$ cat config.mk
export PLATFORM = sky130hd
export DESIGN_NAME = mem_responder
export DESIGN_NICKNAME = d
export VERILOG_FILES = /design/src/rtl/mem_pkg.sv /design/src/rtl/mem_array.sv /design/src/rtl/mem_responder.sv
export SDC_FILE = /design/constraint.sdc
export NUM_CORES = 2
export LEC_CHECK = 0
export BUFFER_PORTS_ARGS = -buffer_cell sky130_fd_sc_hd__buf_4
export CAP_MARGIN = 20
export CORE_AREA = 2 2 530 532
export CTS_BUF_LIST = sky130_fd_sc_hd__clkbuf_2
export DETAILED_ROUTE_END_ITERATION = 12
export DIE_AREA = 0 0 532 534
export GPL_TIMING_DRIVEN = 0
export PLACE_DENSITY = 0.63
export RECOVER_POWER = 100
export REMOVE_ABC_BUFFERS = 1
export SYNTH_ARGS = -nofsm -noshare
export SYNTH_HDL_FRONTEND = slang
export SYNTH_HIERARCHICAL = 1
export SYNTH_SLANG_ARGS = --single-unit
$ cat constraint.sdc
create_clock -name clk -period 16.29 [get_ports clk]
set_input_delay 0 -clock clk [delete_from_list [all_inputs] [get_ports clk]]
set_output_delay 0 -clock clk [all_outputs]
set_load 0.01 [all_outputs]
$ cat src/rtl/mem_pkg.sv
// Shared constants for the memory responder: FSM state encoding, r_w encoding
// and default bus widths, common to the control unit and the memory target.
package mem_pkg;

  localparam int DEF_ADDR_W = 8;
  localparam int DEF_DATA_W = 16;
  localparam int CNT_W      = 4;

  typedef enum logic [1:0] {
    ST_IDLE = 2'd0,
    ST_WAIT = 2'd1,
    ST_RESP = 2'd2
  } state_t;

  localparam logic RW_READ  = 1'b0;
  localparam logic RW_WRITE = 1'b1;

  function automatic logic in_range(input logic [31:0] a, input int unsigned depth);
    return a < depth;
  endfunction

endpackage

$ cat src/rtl/mem_array.sv
// DEPTH x DATA_W storage, synchronous write and registered read (one edge);
// no flow control, out-of-range addresses neither write nor update rdata.
module mem_array
  import mem_pkg::*;
#(
  parameter int ADDR_W = DEF_ADDR_W,
  parameter int DATA_W = DEF_DATA_W,
  parameter int DEPTH  = 200
) (
  input  logic              clk,
  input  logic              we,
  input  logic [ADDR_W-1:0] addr,
  input  logic [DATA_W-1:0] wdata,
  output logic [DATA_W-1:0] rdata
);

  logic [DATA_W-1:0] mem [DEPTH];
  logic              hit;

  assign hit = in_range(32'(addr), DEPTH);

  always_ff @(posedge clk) begin
    if (hit) begin
      if (we) mem[addr] <= wdata;
      rdata <= mem[addr];
    end
  end

endmodule

$ cat src/rtl/mem_responder.sv
// Word-addressed memory target: request sampled in IDLE, access after WAIT_CYC
// wait states, one-cycle ready pulse; new requests are ignored while busy.
module mem_responder
  import mem_pkg::*;
#(
  parameter int ADDR_W   = DEF_ADDR_W,
  parameter int DATA_W   = DEF_DATA_W,
  parameter int DEPTH    = 200,
  parameter int WAIT_CYC = 2
) (
  input  logic              clk,
  input  logic              rst,
  input  logic              req,
  input  logic              r_w,
  input  logic [ADDR_W-1:0] addr,
  input  logic [DATA_W-1:0] wdata,
  output logic [DATA_W-1:0] rdata,
  output logic              ready,
  output logic              busy,
  output logic              err
);

  localparam logic [CNT_W-1:0] CNT_INIT = CNT_W'(WAIT_CYC);
  localparam logic [CNT_W-1:0] CNT_ONE  = CNT_W'(1);

  state_t            state;
  state_t            state_nxt;
  logic [CNT_W-1:0]  cnt;
  logic [ADDR_W-1:0] addr_q;
  logic              rw_q;
  logic [DATA_W-1:0] wdata_q;
  logic              oor_q;
  logic [DATA_W-1:0] rdata_q;

  logic              accept;
  logic              access;
  logic              arr_we;
  logic [ADDR_W-1:0] arr_addr;
  logic [DATA_W-1:0] arr_rdata;

  assign accept = (state == ST_IDLE) && req;
  assign access = (state == ST_WAIT) && (cnt == '0);

  always_ff @(posedge clk or posedge rst) begin
    if (rst) state <= ST_IDLE;
    else     state <= state_nxt;
  end

  always_comb begin
    state_nxt = state;
    case (state)
      ST_IDLE: if (req)        state_nxt = ST_WAIT;
      ST_WAIT: if (cnt == '0)  state_nxt = ST_RESP;
      ST_RESP:                 state_nxt = ST_IDLE;
      default:                 state_nxt = ST_IDLE;
    endcase
  end

  always_comb begin
    ready = 1'b0;
    busy  = 1'b0;
    err   = 1'b0;
    case (state)
      ST_WAIT: busy = 1'b1;
      ST_RESP: begin
        busy  = 1'b1;
        ready = 1'b1;
        err   = oor_q;
      end
      default: ;
    endcase
  end

  always_ff @(posedge clk or posedge rst) begin
    if (rst) begin
      cnt     <= '0;
      addr_q  <= '0;
      rw_q    <= RW_READ;
      wdata_q <= '0;
      oor_q   <= 1'b0;
      rdata_q <= '0;
    end else begin
      if (accept) begin
        cnt     <= CNT_INIT;
        addr_q  <= addr;
        rw_q    <= r_w;
        wdata_q <= wdata;
        oor_q   <= !in_range(32'(addr), DEPTH);
      end else if (state == ST_WAIT && cnt != '0) begin
        cnt <= cnt - CNT_ONE;
      end
      if (access) begin
        if (oor_q)                rdata_q <= '0;
        else if (rw_q == RW_READ) rdata_q <= arr_rdata;
      end
    end
  end

  // The array read is registered, so it is pointed at the incoming address on
  // the accept edge; its output is then settled by the access edge even with no wait states.
  assign arr_addr = accept ? addr : addr_q;
  assign arr_we   = access && (rw_q == RW_WRITE) && !oor_q;
  assign rdata    = rdata_q;

  mem_array #(
    .ADDR_W (ADDR_W),
    .DATA_W (DATA_W),
    .DEPTH  (DEPTH)
  ) u_array (
    .clk   (clk),
    .we    (arr_we),
    .addr  (arr_addr),
    .wdata (wdata_q),
    .rdata (arr_rdata)
  );

endmodule
==> impl_results.md <==
* Reg2Reg Depth at 13
* DRT iter0 DRCs at 7190
* Boundary Pins at 47
* Psw at 8.48 mW
* Core area at 0.278 sq mm
* Synthesized area at 0.125 sq mm
* Fill cell count at 22800
* Vias per Instance at 5.80
* Clock root cell: clkbuf_2
* Worst VDD drop at 0.000154 V
* CP arrival at 12460 ps
* Setup TNS Final at 0 ps
* Routed via count at 62900
* Hold Path Class: in -> reg
* Hpwl dp at 187 mm
* Sink Count at 3264
* Crit path from: state[0]
* RSZ-0062 raised after global routing: false
* HP Start: addr[4]
* Layout Nets at 6570
* Layout cells sized above 1 at 28.4%
* DR DRC count at 0
* Die width at 532 um
* Outcome: finished, violations left
* Gr ovfl total at 0
* Fmax at 90.4 MHz
* P_leak at 44.0 nW
* Reg power frac at 46.4%
* Clk buf depth at 4
* Chip height at 534 um
* Syn avg cell area at 22.0 sq um
* GRT Util Overall at 21.5%
* Vias in the first global route at 64100
* IO buf count at 46
* Die area at 0.284 sq mm
* Setup CP Type: reg -> reg
* Register area share after synthesis at 78.4%
* Post-CTS sizing at 0
* Area grow syn2layout at 10.6%
* Initial Util at 44.8%
* Slew @ Worst Pin at 4560 ps
* Drt total wl at 310 mm
* Crit path required time at 17680 ps
* Largest net degree at the start of global routing at 95
* R2r setup slk at 5220 ps
* Clk pwr share at 21.3%
* Switching Fraction at 35.0%
* Crit path max fanout at 76
* Logic pwr share at 32.3%
* Hold path depth at 6
* #FFs+latches synth at 3264
* Setup Skew at 160 ps
* Max cap viols at 99
* Final Util at 49.5%
* Max-slew headroom at -204%
* Reg2reg end: u_array/mem[165][13]
* Yosys warns at 6
* Hold buffers post-CTS at 100
* CP Capture Type: register
* Finish-stage setup viols at 0
* Initial antenna violation count at 23
* Setup bufs post-CTS at 0
* Hold Path Sink: oor_q
* Reg-to-Reg Start: state[0]
* H-tree depth at 6
* First-pass GRT wire length at 445 mm
* Top FF cell, synth: edfxtp_1
* Drt pass-1 iters at 6
* CTS Buf Count at 769
* Distinct cells, synth at 63
* TritonCTS clock tree: done
* Design Power at 24.2 mW
* Async set-reset flop share out of synthesis at 1.47%
* Hold Violations, Final at 0
* CP Launch Type: register
* Pwr/cell area at 175 mW/mm^2
* Post-synth EDFFs at 3216
* Internal at 15.7 mW
* Routed WL per cell at 28.6 um
* Post-layout min period at 11070 ps
* Row Count at 194
* Clk slew on worst S/H paths at 130 ps
* Final Max Tran Viols at 4156
* Violated checks: max-capacitance violations, max-slew violations
* Final period utilization at 67.9%
* Post-synthesis cell count at 5670
* Clock Latency Late Sink at 1860 ps
* Gpl congestion at 0.777
* Post-route antenna net violation count at 0
registers in the layout, summed over array words and instances (netlist names):
register,count
addr_q,8
u_array/mem,3200
state,2
wdata_q,16
u_array/rdata,16
rw_q,1
oor_q,1
rdata,16
cnt,4
critical path: stages, from the launching register on:
cell and delay [ps]:
dfrtp_1 410, inv_1 100, ha_1 260, nand2_1 660
clkbuf_1 590, mux2_1 660, buf_16 300, o311ai_0 3210
nand2_1 430, nor3b_1 560, nand2_1 740, clkbuf_1 910
nor2_1 1070, clkbuf_1 550
power by group through the flow:
stage | clock, mW | combinational (mW) | sequential, mW
floorplan | 0 | 6.38 | 11.6
global placement | 0 | 9.61 | 12.6
detailed placement | 0 | 8.02 | 11.2
CTS | 5.30 | 8.09 | 11.0
global route | 5.73 | 8.20 | 11.3
finish | 5.16 | 7.81 | 11.2
cells by family (layout without fill, tap and decap cells):
| family | count (synthesis) | in the layout | share of synthesized area, % |
|---|---|---|---|
| buffers and inverters | 337 | 1767 | 1.36 |
| AND/OR/NAND/NOR | 483 | 483 | 1.83 |
| AO/OA/AOI/OAI | 579 | 579 | 3.29 |
| multiplexers | 1000 | 1000 | 15.0 |
| flip-flops | 3264 | 3264 | 78.4 |
| adder cells (fa/ha/maj) | 7 | 7 | 0.0703 |
| other | 0 | 13 | 0 |
through the flow:
| step | hold slack, ps | setup WS (ps) | cell area [sq um] | cells |
|---|---|---|---|---|
| after global routing | 139 | 4620 | 138000 | 10800 |
| after floorplan | 86.7 | -359 | 123000 | 5338 |
| after CTS | 16.3 | 9460 | 142000 | 10800 |
| after global placement | 209 | -22760 | 128000 | 9108 |
| final | 210 | 5220 | 138000 | 10800 |
| after detailed placement | -67.3 | 9500 | 134000 | 9387 |
final cells by class:
class	instances	area, sq um	area share (%)
clock buffer	1126	5640	4.09
multi-input combinational	2069	25300	18.3
timing repair buffer	426	3300	2.39
clock inverter	210	1150	0.835
inverter	5	18.8	0.0136
sequential	3264	97800	70.9
antenna	13	32.5	0.0236
tap	3724	4660	3.38
synthesized netlist by cell type (6+ instances only):
cell type | n | area share [%]
edfxtp_1 | 3216 | 77
mux4_2 | 688 | 12
mux2i_1 | 259 | 2.1
nor2_1 | 220 | 0.66
clkbuf_1 | 132 | 0.40
o22ai_1 | 132 | 0.66
buf_2 | 125 | 0.50
a22oi_1 | 122 | 0.73
nand2_1 | 108 | 0.33
o21ai_0 | 63 | 0.25
a22o_1 | 58 | 0.41
dfrtp_1 | 48 | 0.96
a221oi_1 | 43 | 0.30
mux2_2 | 43 | 0.39
a21oi_1 | 37 | 0.15
nand3_1 | 35 | 0.14
buf_1 | 27 | 0.081
a211oi_1 | 26 | 0.16
buf_4 | 24 | 0.14
nor3_1 | 24 | 0.096
buf_6 | 23 | 0.21
o221ai_1 | 23 | 0.16
nor2b_1 | 19 | 0.095
a2111oi_0 | 16 | 0.11
o211ai_1 | 12 | 0.072
o22a_1 | 11 | 0.077
a31oi_1 | 10 | 0.050
mux2_4 | 10 | 0.12
o31ai_1 | 10 | 0.060
or4_1 | 10 | 0.060
and2b_1 | 9 | 0.054
nand4_1 | 9 | 0.045
ha_1 | 7 | 0.070
a31o_1 | 6 | 0.042
nor4_1 | 6 | 0.030
o21ai_1 | 6 | 0.024
metal layers:
metal	vias up	global-route usage (%)	part of all wire, %
met5	-	0	0.020
met4	10	7.08	3.3
met3	540	4.47	8.8
met2	3017	34.9	49
met1	33000	29.2	39
li1	26300	-	-
layout by cell type, fill, tap and decap left out, types with 12 or more instances in the layout:
cell / instances
inv_2: 14
a211oi_1: 26
a22o_1: 58
a22oi_1: 122
nor2_1: 218
o22ai_1: 132
edfxtp_1: 3216
dlygate4sd3_1: 100
mux2_1: 19
nor2b_1: 14
diode_2: 13
nand2_1: 108
dfrtp_1: 48
buf_4: 35
clkbuf_1: 239
o21ai_0: 63
clkinv_1: 162
clkbuf_2: 1126
a221oi_1: 43
a21oi_1: 37
mux2_2: 33
o211ai_1: 12
mux4_2: 688
o221ai_1: 23
nor3_1: 23
nand3_1: 34
mux2i_1: 259
buf_16: 32
worst max path at each step:
| stage | endpoint | slack (ps) | depth (start not counted) |
|---|---|---|---|
| CTS | u_array/rdata[14] | 9460 | 14 |
| global route | u_array/mem[165][7] | 4620 | 13 |
| detailed placement | u_array/rdata[14] | 9500 | 14 |
| finish | u_array/mem[165][13] | 5220 | 13 |
| global placement | u_array/mem[39][5] | -22760 | 7 |
| floorplan | u_array/rdata[10] | -360 | 9 |
Note: power is estimated with default switching activity, not from simulation.
